[config.mk]
export PLATFORM = sky130hd
export DESIGN_NAME = lcd_responder
export DESIGN_NICKNAME = d
export VERILOG_FILES = /design/src/rtl/lcd_pkg.sv /design/src/rtl/lcd_ddram.sv /design/src/rtl/lcd_responder.sv
export SDC_FILE = /design/constraint.sdc
export NUM_CORES = 1
export LEC_CHECK = 0
export BUFFER_PORTS_ARGS = -buffer_cell sky130_fd_sc_hd__buf_2
export CAP_MARGIN = 20
export CORE_ASPECT_RATIO = 1.4
export CORE_MARGIN = 1
export CORE_UTILIZATION = 53
export DETAILED_ROUTE_END_ITERATION = 8
export HOLD_SLACK_MARGIN = 0.06
export PLACE_DENSITY = 0.69
export REMOVE_ABC_BUFFERS = 1
export SKIP_CTS_REPAIR_TIMING = 1
export SYNTH_ARGS = -nofsm -noshare
export SYNTH_HDL_FRONTEND = slang
export SYNTH_SLANG_ARGS = --single-unit
[constraint.sdc]
create_clock -name clock -period 5.65 [get_ports clock]
set_clock_uncertainty 0.1 [all_clocks]
set_input_delay 1.13 -clock clock [delete_from_list [all_inputs] [get_ports clock]]
set_output_delay 1.13 -clock clock [all_outputs]
set_load 0.03 [all_outputs]
[src/rtl/lcd_pkg.sv]
// Constants, types and address helpers for the HD44780-style LCD responder and driver.
package lcd_pkg;

  localparam int unsigned DEFAULT_CLK_FREQ = 100_000_000;

  localparam logic [7:0] OP_SET_DDRAM    = 8'h80;
  localparam logic [7:0] OP_SET_CGRAM    = 8'h40;
  localparam logic [7:0] OP_FUNCTION_SET = 8'h20;
  localparam logic [7:0] OP_SHIFT        = 8'h10;
  localparam logic [7:0] OP_DISPLAY_CTRL = 8'h08;
  localparam logic [7:0] OP_ENTRY_MODE   = 8'h04;
  localparam logic [7:0] OP_HOME         = 8'h02;
  localparam logic [7:0] OP_CLEAR        = 8'h01;

  localparam logic [6:0] LINE0_BASE    = 7'h00;
  localparam logic [6:0] LINE1_BASE    = 7'h40;
  localparam logic [6:0] LINE_LEN      = 7'd40;
  localparam logic [6:0] LINE0_LAST    = LINE0_BASE + LINE_LEN - 7'd1;
  localparam logic [6:0] LINE1_LAST    = LINE1_BASE + LINE_LEN - 7'd1;
  localparam logic [6:0] VISIBLE_CELLS = 7'd80;
  localparam logic [7:0] BLANK_CHAR    = 8'h20;

  localparam int unsigned DDRAM_DEPTH = 128;

  typedef enum logic [1:0] {
    ST_IDLE,
    ST_EXEC,
    ST_CLEAR,
    ST_BUSY
  } lcd_state_t;

  typedef struct packed {
    logic display_on;
    logic cursor_on;
    logic blink_on;
    logic two_line;
    logic eight_bit;
    logic inc_mode;
  } lcd_mode_t;

  localparam lcd_mode_t MODE_RESET = '{display_on: 1'b0, cursor_on: 1'b0, blink_on: 1'b0,
                                       two_line: 1'b0, eight_bit: 1'b1, inc_mode: 1'b1};

  function automatic int unsigned cycles_250ns(input int unsigned freq);
    return freq / 32'd4_000_000;
  endfunction

  function automatic int unsigned cycles_40us(input int unsigned freq);
    return freq / 32'd25_000;
  endfunction

  // Divide first so 41x the 40 us count cannot overflow 32 bits.
  function automatic int unsigned cycles_1640us(input int unsigned freq);
    return (freq / 32'd25_000) * 32'd41;
  endfunction

  function automatic logic addr_valid(input logic [6:0] a);
    return (a <= LINE0_LAST) || ((a >= LINE1_BASE) && (a <= LINE1_LAST));
  endfunction

  // The two lines form one 80-cell ring: end of line 0 continues on line 1 and back.
  function automatic logic [6:0] ac_step(input logic [6:0] a, input logic up);
    if (up) begin
      if (a == LINE0_LAST) return LINE1_BASE;
      if (a == LINE1_LAST) return LINE0_BASE;
      return a + 7'd1;
    end
    if (a == LINE1_BASE) return LINE0_LAST;
    if (a == LINE0_BASE) return LINE1_LAST;
    return a - 7'd1;
  endfunction

  function automatic logic [6:0] clear_addr(input logic [6:0] idx);
    return (idx < LINE_LEN) ? (LINE0_BASE + idx) : (LINE1_BASE + idx - LINE_LEN);
  endfunction

endpackage

[src/rtl/lcd_ddram.sv]
// 128x8 display data RAM: one synchronous write port, one registered read port.
module lcd_ddram
  import lcd_pkg::*;
(
  input  logic       clock,
  input  logic       we,
  input  logic [6:0] waddr,
  input  logic [7:0] wdata,
  input  logic [6:0] rd_addr,
  output logic [7:0] rd_data
);

  logic [7:0] mem [0:DDRAM_DEPTH-1];

  // Read samples the pre-write contents on a same-address collision.
  always_ff @(posedge clock) begin
    if (we) mem[waddr] <= wdata;
    rd_data <= mem[rd_addr];
  end

endmodule

[src/rtl/lcd_responder.sv]
// Behavioural HD44780 responder: latches transfers on E falling edge and emulates busy timing.
module lcd_responder
  import lcd_pkg::*;
#(
  parameter int unsigned CLK_FREQ = DEFAULT_CLK_FREQ,
  parameter int unsigned D_250ns  = cycles_250ns(CLK_FREQ),
  parameter int unsigned D_40us   = cycles_40us(CLK_FREQ),
  parameter int unsigned D_1640us = cycles_1640us(CLK_FREQ)
) (
  input  logic       clock,
  input  logic       internal_reset,
  input  logic       rs,
  input  logic       e,
  input  logic [7:0] d,
  output logic       busy,
  output logic [6:0] ac,
  output logic       display_on,
  output logic       cursor_on,
  output logic       blink_on,
  output logic       two_line,
  output logic       eight_bit,
  output logic       inc_mode,
  input  logic [6:0] rd_addr,
  output logic [7:0] rd_data,
  output logic       protocol_error
);

  lcd_state_t  state, state_n;
  lcd_mode_t   mode, mode_n;
  logic        e_q, fall, short_pulse;
  logic [31:0] hi_cnt, cnt, cnt_n, busy_limit;
  logic [6:0]  ac_n;
  logic        err_n;
  logic        cmd_rs, cmd_rs_n;
  logic [7:0]  cmd_d, cmd_d_n;
  logic        long_delay, long_delay_n;
  logic        we;
  logic [6:0]  waddr;
  logic [7:0]  wdata;

  assign fall        = e_q & ~e;
  assign short_pulse = hi_cnt < D_250ns;
  assign busy        = (state != ST_IDLE);
  assign busy_limit  = long_delay ? D_1640us : D_40us;

  assign display_on = mode.display_on;
  assign cursor_on  = mode.cursor_on;
  assign blink_on   = mode.blink_on;
  assign two_line   = mode.two_line;
  assign eight_bit  = mode.eight_bit;
  assign inc_mode   = mode.inc_mode;

  always_ff @(posedge clock) begin
    if (internal_reset) begin
      state          <= ST_IDLE;
      e_q            <= 1'b0;
      hi_cnt         <= '0;
      cnt            <= '0;
      ac             <= '0;
      mode           <= MODE_RESET;
      protocol_error <= 1'b0;
      cmd_rs         <= 1'b0;
      cmd_d          <= '0;
      long_delay     <= 1'b0;
    end else begin
      state          <= state_n;
      e_q            <= e;
      hi_cnt         <= e ? (short_pulse ? hi_cnt + 32'd1 : hi_cnt) : '0;
      cnt            <= cnt_n;
      ac             <= ac_n;
      mode           <= mode_n;
      protocol_error <= err_n;
      cmd_rs         <= cmd_rs_n;
      cmd_d          <= cmd_d_n;
      long_delay     <= long_delay_n;
    end
  end

  // EXEC counts as the first busy cycle, so BUSY exits at cnt == delay
  // giving delay+1 busy cycles after the edge.
  always_comb begin
    state_n      = state;
    mode_n       = mode;
    ac_n         = ac;
    err_n        = protocol_error;
    cnt_n        = cnt;
    cmd_rs_n     = cmd_rs;
    cmd_d_n      = cmd_d;
    long_delay_n = long_delay;
    we           = 1'b0;
    waddr        = ac;
    wdata        = cmd_d;

    if (fall && short_pulse) err_n = 1'b1;
    if (fall && state != ST_IDLE) err_n = 1'b1;

    unique case (state)
      ST_IDLE: begin
        if (fall) begin
          state_n  = ST_EXEC;
          cmd_rs_n = rs;
          cmd_d_n  = d;
          cnt_n    = '0;
        end
      end
      ST_EXEC: begin
        state_n      = ST_BUSY;
        long_delay_n = 1'b0;
        cnt_n        = cnt + 32'd1;
        if (cmd_rs) begin
          we   = 1'b1;
          ac_n = ac_step(ac, mode.inc_mode);
        end else if (|(cmd_d & OP_SET_DDRAM)) begin
          if (addr_valid(cmd_d[6:0])) ac_n = cmd_d[6:0];
          else err_n = 1'b1;
        end else if (|(cmd_d & OP_SET_CGRAM)) begin
          // CGRAM is not modelled; only the busy time applies.
        end else if (|(cmd_d & OP_FUNCTION_SET)) begin
          mode_n.eight_bit = cmd_d[4];
          mode_n.two_line  = cmd_d[3];
        end else if (|(cmd_d & OP_SHIFT)) begin
          if (!cmd_d[3]) ac_n = ac_step(ac, cmd_d[2]);
        end else if (|(cmd_d & OP_DISPLAY_CTRL)) begin
          mode_n.display_on = cmd_d[2];
          mode_n.cursor_on  = cmd_d[1];
          mode_n.blink_on   = cmd_d[0];
        end else if (|(cmd_d & OP_ENTRY_MODE)) begin
          mode_n.inc_mode = cmd_d[1];
        end else if (|(cmd_d & OP_HOME)) begin
          ac_n         = '0;
          long_delay_n = 1'b1;
        end else if (|(cmd_d & OP_CLEAR)) begin
          state_n = ST_CLEAR;
          cnt_n   = '0;
        end
      end
      ST_CLEAR: begin
        we    = 1'b1;
        waddr = clear_addr(cnt[6:0]);
        wdata = BLANK_CHAR;
        if (cnt == 32'(VISIBLE_CELLS) - 32'd1) begin
          state_n         = ST_BUSY;
          cnt_n           = '0;
          ac_n            = '0;
          mode_n.inc_mode = 1'b1;
          long_delay_n    = 1'b1;
        end else begin
          cnt_n = cnt + 32'd1;
        end
      end
      ST_BUSY: begin
        if (cnt == busy_limit) state_n = ST_IDLE;
        else cnt_n = cnt + 32'd1;
      end
      default: state_n = ST_IDLE;
    endcase

    if (internal_reset) we = 1'b0;
  end

  lcd_ddram u_ddram (
    .clock   (clock),
    .we      (we),
    .waddr   (waddr),
    .wdata   (wdata),
    .rd_addr (rd_addr),
    .rd_data (rd_data)
  );

endmodule

==> results.txt, run 1 <==
CP Data Required Time - 6040 ps
synthesized area per cell - 17.8 um^2
DRC Markers - 2
sequential share of the synthesized area - 73.3%
Leak - 0.0160 uW
n_diodes - 0
wire per inst - 27.9 um
antenna violations before repair - 2
failing checks - design-rule violations
Post-synth EDFFs - 1024
crit path DAT - 4420 ps
clock root buffer - clkbuf_16
flops & latches, synth - 1123
GP Congestion - 0.871
most common cell after layout, fill and taps aside - edfxtp_1
starting density of the core - 53.6%
final hold slack - 362 ps
global-route wire length before repair - 155000 um
setup tns final - 0 ps
final setup margin - 1620 ps
worst-margin pin slew - 1100 ps
Max Freq - 0.248 GHz
Worst-path clk slew - 60 ps
Die Span Y - 345 um
NumNets Final - 2565
critical path launch point type - input port
unrepaired setup endpoints after global routing - false
pin count of the biggest net entering global routing - 129
worst vdd ir - 0.342 mV
Primary FF master, synth - edfxtp_1
Async SR Flop Fraction - 0%
most frequent cells in the layout - 1024 x edfxtp_1, 224 x mux4_2, 167 x nor2_1, 140 x mux2i_1
Chip Width - 247 um
status - finished with violations
GRT Total Usage - 24.7%
GRT overflow - 0
share of layout cells above drive strength 1 - 18.7%
Max-Slew Margin vs Limit - 26.6%
CTS tree - built
clock sink total - 1123
Slew Viols, Final - 0
Initial DRC Count - 2192
Total Power - 17400 uW
TritonRoute pass-1 iters - 7
routed vias - 23293
Seq. cell area - 0.0327 mm^2
Hold WC Path Type - flop to flop
Tcrit/Tclk final - 71.4%
die area - 0.0854 mm^2
I/O pin cnt - 42
H-Tree Depth - 3
endpoints failing setup - 0
Placeable Area - 0.0832 mm^2
vias per inst - 6.31
Longest Clk Path Bufs - 3
post-layout min period - 4030 ps
Worst setup EP type - flop
Area growth, synth to finish - 10.5%
fin cells - 3694
fillers - 6086
Synth Instances - 2501
Worst Path Max Fanout - 58
number of distinct library cells after synthesis - 67
dpl ws - 995 ps
IO buf count - 41
Yosys warning count - 0
P per Cell Area - 352 mW/mm^2
area of the multi-input gates - 0.0113 mm^2
placed instance count - 3513
Setup CP Type - input port to flop
Mapped Area - 0.0446 mm^2
max cap viols - 0
dpl hpwl - 62700 um
vias in the first global route - 24039
Inserted Clock Buffers - 98
Fin. Hold Viols - 0
clk_lat worst skew - 670 ps
Routed WL - 103000 um
row cnt - 125
Final ANT Viol Nets - 0
layout make-up:
type                    instances  area share (%)
clock buffers                 112            5.18
multi-input cells            1216            22.9
flip-flops and latches       1123            66.4
inverters                      21           0.160
repair buffers                 74            1.27
well taps                    1079            2.74
clock inverters                69            1.34
sequential cells by signal (all words and copies together), names as in the netlist:
| register | count |
|---|---|
| hi_cnt | 32 |
| ac | 7 |
| u_ddram.rd_data | 8 |
| blink_on | 1 |
| eight_bit | 1 |
| protocol_error | 1 |
| u_ddram.mem | 1024 |
| long_delay | 1 |
| state | 2 |
| cursor_on | 1 |
| inc_mode | 1 |
| two_line | 1 |
| e_q | 1 |
| cnt | 32 |
| cmd_rs | 1 |
| cmd_d | 8 |
| display_on | 1 |
cells in the mapped netlist, drive strengths merged, types with 3 or more instances:
master,count,area (um^2)
a21oi,39,199
a22oi,10,75.1
nor3b,5,37.5
a221oi,4,35.0
nor2,168,631
inv,21,78.8
xnor2,8,70.1
clkbuf,85,319
mux4,224,5040
nor4,27,169
nand4,17,106
nand3b,6,45.0
and2,31,194
and4,4,35.0
or4,10,78.8
o22ai,42,263
o31ai,11,96.3
nand2,98,368
nand3,76,380
a41oi,5,43.8
nor3,74,375
nand2b,3,18.8
or3b,4,35.0
mux2i,140,1400
a21o,9,67.6
nor2b,25,156
xor2,5,43.8
a32oi,8,70.1
or2,3,18.8
edfxtp,1024,30700
o21ai,56,280
dfxtp,99,1980
o211ai,4,43.8
or3,11,68.8
a22o,4,35.0
and3,18,113
mux2,15,169
a31oi,18,113
ha,12,150
buf,56,273
critical path, cell delays in order:
cell,delay [ps]
buf_8,490
buf_12,330
buf_4,330
mux4_2,300
nor3_1,50
nor4_1,610
nand4_1,430
nor4_1,660
metal layers:
metal	GRT usage, %	routed length (um)	up-vias
met5	0	19	-
met4	10.8	4420	4
met3	3.09	5620	194
met2	43.4	54900	928
met1	30.5	38200	12042
li1	-	-	10125
where the power goes:
| part | leakage [uW] | switching (uW) | internal (uW) |
|---|---|---|---|
| Combinational | 0.00412 | 946 | 394 |
| Clock | 0.00158 | 2940 | 3800 |
| Sequential | 0.0103 | 56.3 | 9220 |
worst paths after layout:
kind / endpoint / slack (ps) / startpoint / cells past startpoint
max: u_ddram.rd_data[3] / 1620 / rd_addr[0] / 8
min: hi_cnt[6] / 360 / hi_cnt[6] / 1
max reg2reg: u_ddram.mem[81][5] / 1690 / state[0] / 8
min reg2reg: hi_cnt[6] / 360 / hi_cnt[6] / 1
through the flow:
stage | utilization (%) | cell area, um^2
final | 59.3 | 49300
after detailed placement | 55.4 | 46100
after CTS | 59.3 | 49300
after global routing | 59.3 | 49300
after global placement | 55.4 | 46100
after floorplan | - | 44000
kinds of logic (layout without fill, tap and decap cells):
family	after synthesis	in the layout	share of synthesized area, %
XOR/XNOR	13	13	0.255
AND/OR/NAND/NOR	583	583	6.40
flip-flops	1123	1123	73.3
buffers and inverters	162	276	1.50
adder cells (fa/ha/maj)	12	12	0.336
multiplexers	379	379	14.8
AO/OA/AOI/OAI	229	229	3.35
(Power assumes the default switching activity.)
==> run 2, diff against run 1 <==
--- a/config.mk
+++ b/config.mk
@@ -12,7 +12,7 @@
 export CORE_UTILIZATION = 53
 export DETAILED_ROUTE_END_ITERATION = 8
 export HOLD_SLACK_MARGIN = 0.06
-export PLACE_DENSITY = 0.69
+export PLACE_DENSITY = 0.71
 export REMOVE_ABC_BUFFERS = 1
 export SKIP_CTS_REPAIR_TIMING = 1
 export SYNTH_ARGS = -nofsm -noshare
==> constraint.sdc (replaced) <==
create_clock -name clock -period 3.7 [get_ports clock]
set_clock_uncertainty 0.1 [all_clocks]
set_input_delay 0.74 -clock clock [delete_from_list [all_inputs] [get_ports clock]]
set_output_delay 0.74 -clock clock [all_outputs]
set_load 0.03 [all_outputs]
==> run 2 against run 1 <==
Against the previous run:
- the flow now finishes without violations
- die area unchanged
- worst hold slack got worse by 130 ps
- sequential power grew 53%
- count of clock-buffer cells in the layout is 15 higher
- critical path depth is 1 higher
- sequential cell count stayed put
- first-iteration DRC count fell by 4.2%
- largest power group unchanged
==> results.txt, run 2 (synthesis gave the netlist of run 1 again) <==
DRC Markers - 0 (-2)
clock root buffer - clkbuf_16
P per Cell Area - 524 mW/mm^2 (+49%)
Worst R2R Setup Slack - 560 ps (-1130 ps)
Area growth, synth to finish - 14.3%
I/O pin cnt - 42 (unchanged)
Tcrit/Tclk final - 84.9%
Slew Viols, Final - 0 (unchanged)
GP Congestion - 0.888 (+2.0%)
met2 wire length - 55000 um (+0.27%)
Routed WL - 104000 um (+1.1%)
Total Power - 26700 uW (+54%)
clk_lat worst skew - 680 ps (about the same)
Die Span Y - 345 um (unchanged)
Max Freq - 0.318 GHz
Critical R2R Launch - cnt[4]
Longest Clk Path Bufs - 3 (unchanged)
starting density of the core - 53.6% (unchanged)
most frequent cells in the layout - 1024 x edfxtp_1, 224 x mux4_2, 213 x buf_4, 167 x nor2_1, 140 x mux2i_1
H-Tree Depth - 3 (unchanged)
crit path DAT - 3410 ps (-1010 ps)
NumNets Final - 2766 (+7.8%)
Max-Slew Margin vs Limit - 33.8% (+7.2 points)
pin count of the biggest net entering global routing - 129 (unchanged)
worst vdd ir - 0.459 mV (+34%)
die area - 0.0854 mm^2 (unchanged)
n_diodes - 0 (unchanged)
dpl ws - 105 ps (-889 ps)
share of layout cells above drive strength 1 - 24.4% (+5.6 points)
status - finished clean
Worst Path Max Fanout - 8 (-86%)
max cap viols - 0 (unchanged)
DR top layer - met5
number of flip-flops in the largest register - 1024 (unchanged)
Final ANT Viol Nets - 0 (unchanged)
most common cell after layout, fill and taps aside - edfxtp_1
GRT Total Usage - 24.8% (+0.10 points)
wire per inst - 26.8 um (-4.1%)
design area - 0.0510 mm^2 (+3.4%)
final setup margin - 560 ps (-1060 ps)
routed vias - 24099 (+3.5%)
TritonRoute pass-1 iters - 5 (-2)
Initial DRC Count - 2100 (-4.2%)
worst-margin pin slew - 985 ps (-116 ps)
clock sink total - 1123 (unchanged)
Placed Area - 0.0477 mm^2 (+3.5%)
worst hold path depth - 3 (+2)
setup tns final - 0 ps (unchanged)
critical path launch point type - flop
Top reg by flops - u_ddram.mem
R2R cell count - 9 (+1)
Worst Hold End - cmd_d[0]
post-layout min period - 3140 ps
CP Data Required Time - 3970 ps (-2070 ps)
vias per inst - 6.19 (-1.8%)
Inserted Clock Buffers - 98 (unchanged)
global-route wire length before repair - 155000 um (+0.28%)
endpoints failing setup - 0 (unchanged)
hold path start - d[0]
GRT overflow - 0 (unchanged)
unrepaired setup endpoints after global routing - false
Worst setup EP type - flop
vias in the first global route - 24698 (+2.7%)
Worst R2R End - u_ddram.mem[96][1]
Hold WC Path Type - input port to flop
Chip Width - 247 um (unchanged)
CTS tree - built
M1 WL - 37800 um (-1.1%)
Placeable Area - 0.0832 mm^2 (unchanged)
IO buf count - 41 (unchanged)
Leak - 0.0171 uW (+6.7%)
dpl hpwl - 66200 um (+5.6%)
Worst-path clk slew - 60 ps (about the same)
Fin. Hold Viols - 0 (unchanged)
Setup CP Type - flop to flop
antenna violations before repair - 2 (unchanged)
largest registers - u_ddram.mem: 1024 flops, cnt: 32 flops, hi_cnt: 32 flops
WL met3 - 6620 um (+18%)
row cnt - 125 (unchanged)
[run 2: cell count changes in the layout (fill, tap and decap cells not counted), moves of 3 or more]
cell | before | now
nand2_1 | 92 | 98
clkinvlp_4 | 4 | 11
clkbuf_8 | 3 | 6
buf_12 | 12 | 22
buf_4 | 22 | 213
clkinv_1 | 24 | 10
clkinv_2 | 21 | 11
clkbuf_1 | 10 | 21
nand2_2 | 6 | 0
[run 2: worst max-delay path, stage by stage (launching register included)]
cell	delay [ps]
dfxtp_1	460
inv_1	120
ha_1	240
nor2b_1	200
o21ai_0	110
a31oi_1	320
and2_1	350
nand2_1	440
nor2_1	260
buf_4	220
[run 2: worst max path at each step]
stage	start	endpoint	slack, ps	cells after the start
after floorplan	state[0]	u_ddram.mem[0][2]	-1460	3
after global placement	rd_addr[0]	u_ddram.rd_data[5]	150	8
after detailed placement	rd_addr[0]	u_ddram.rd_data[5]	110	8
after CTS	cnt[8]	cnt[8]	600	6
after global routing	cnt[4]	u_ddram.mem[96][1]	410	9
final	cnt[4]	u_ddram.mem[96][1]	560	9
[run 2: stage by stage]
step	hold slack (ps)	utilization [%]	instances
floorplan	330	-	2360
global placement	342	57.3	3714
detailed placement	346	57.3	3714
CTS	189	61.3	3893
global route	239	61.3	3893
finish	230	61.3	3893
[run 2: cell type report]
class / count / area (um^2)
Clock buffer: 127 / 2660
Timing Repair Buffer: 275 / 2260
Sequential cell: 1123 / 32700
Fill cell: 5837 / 32200
Multi-Input combinational cell: 1216 / 11300
Inverter: 21 / 78.8
Tap cell: 1079 / 1350
Clock inverter: 52 / 624
[run 2: where the power goes]
| part | switching, uW | internal (uW) |
|---|---|---|
| clock | 4500 | 5940 |
| combinational | 1450 | 675 |
| sequential | 89.5 | 14100 |
| total | 6030 | 20700 |
[run 2: routing by layer]
metal / global-route usage (%) / vias up
li1: - / 10516
met3: 3.66 / 198
met1: 30.1 / 12398
met4: 11.9 / 2
met5: 0 / -
met2: 43.2 / 985
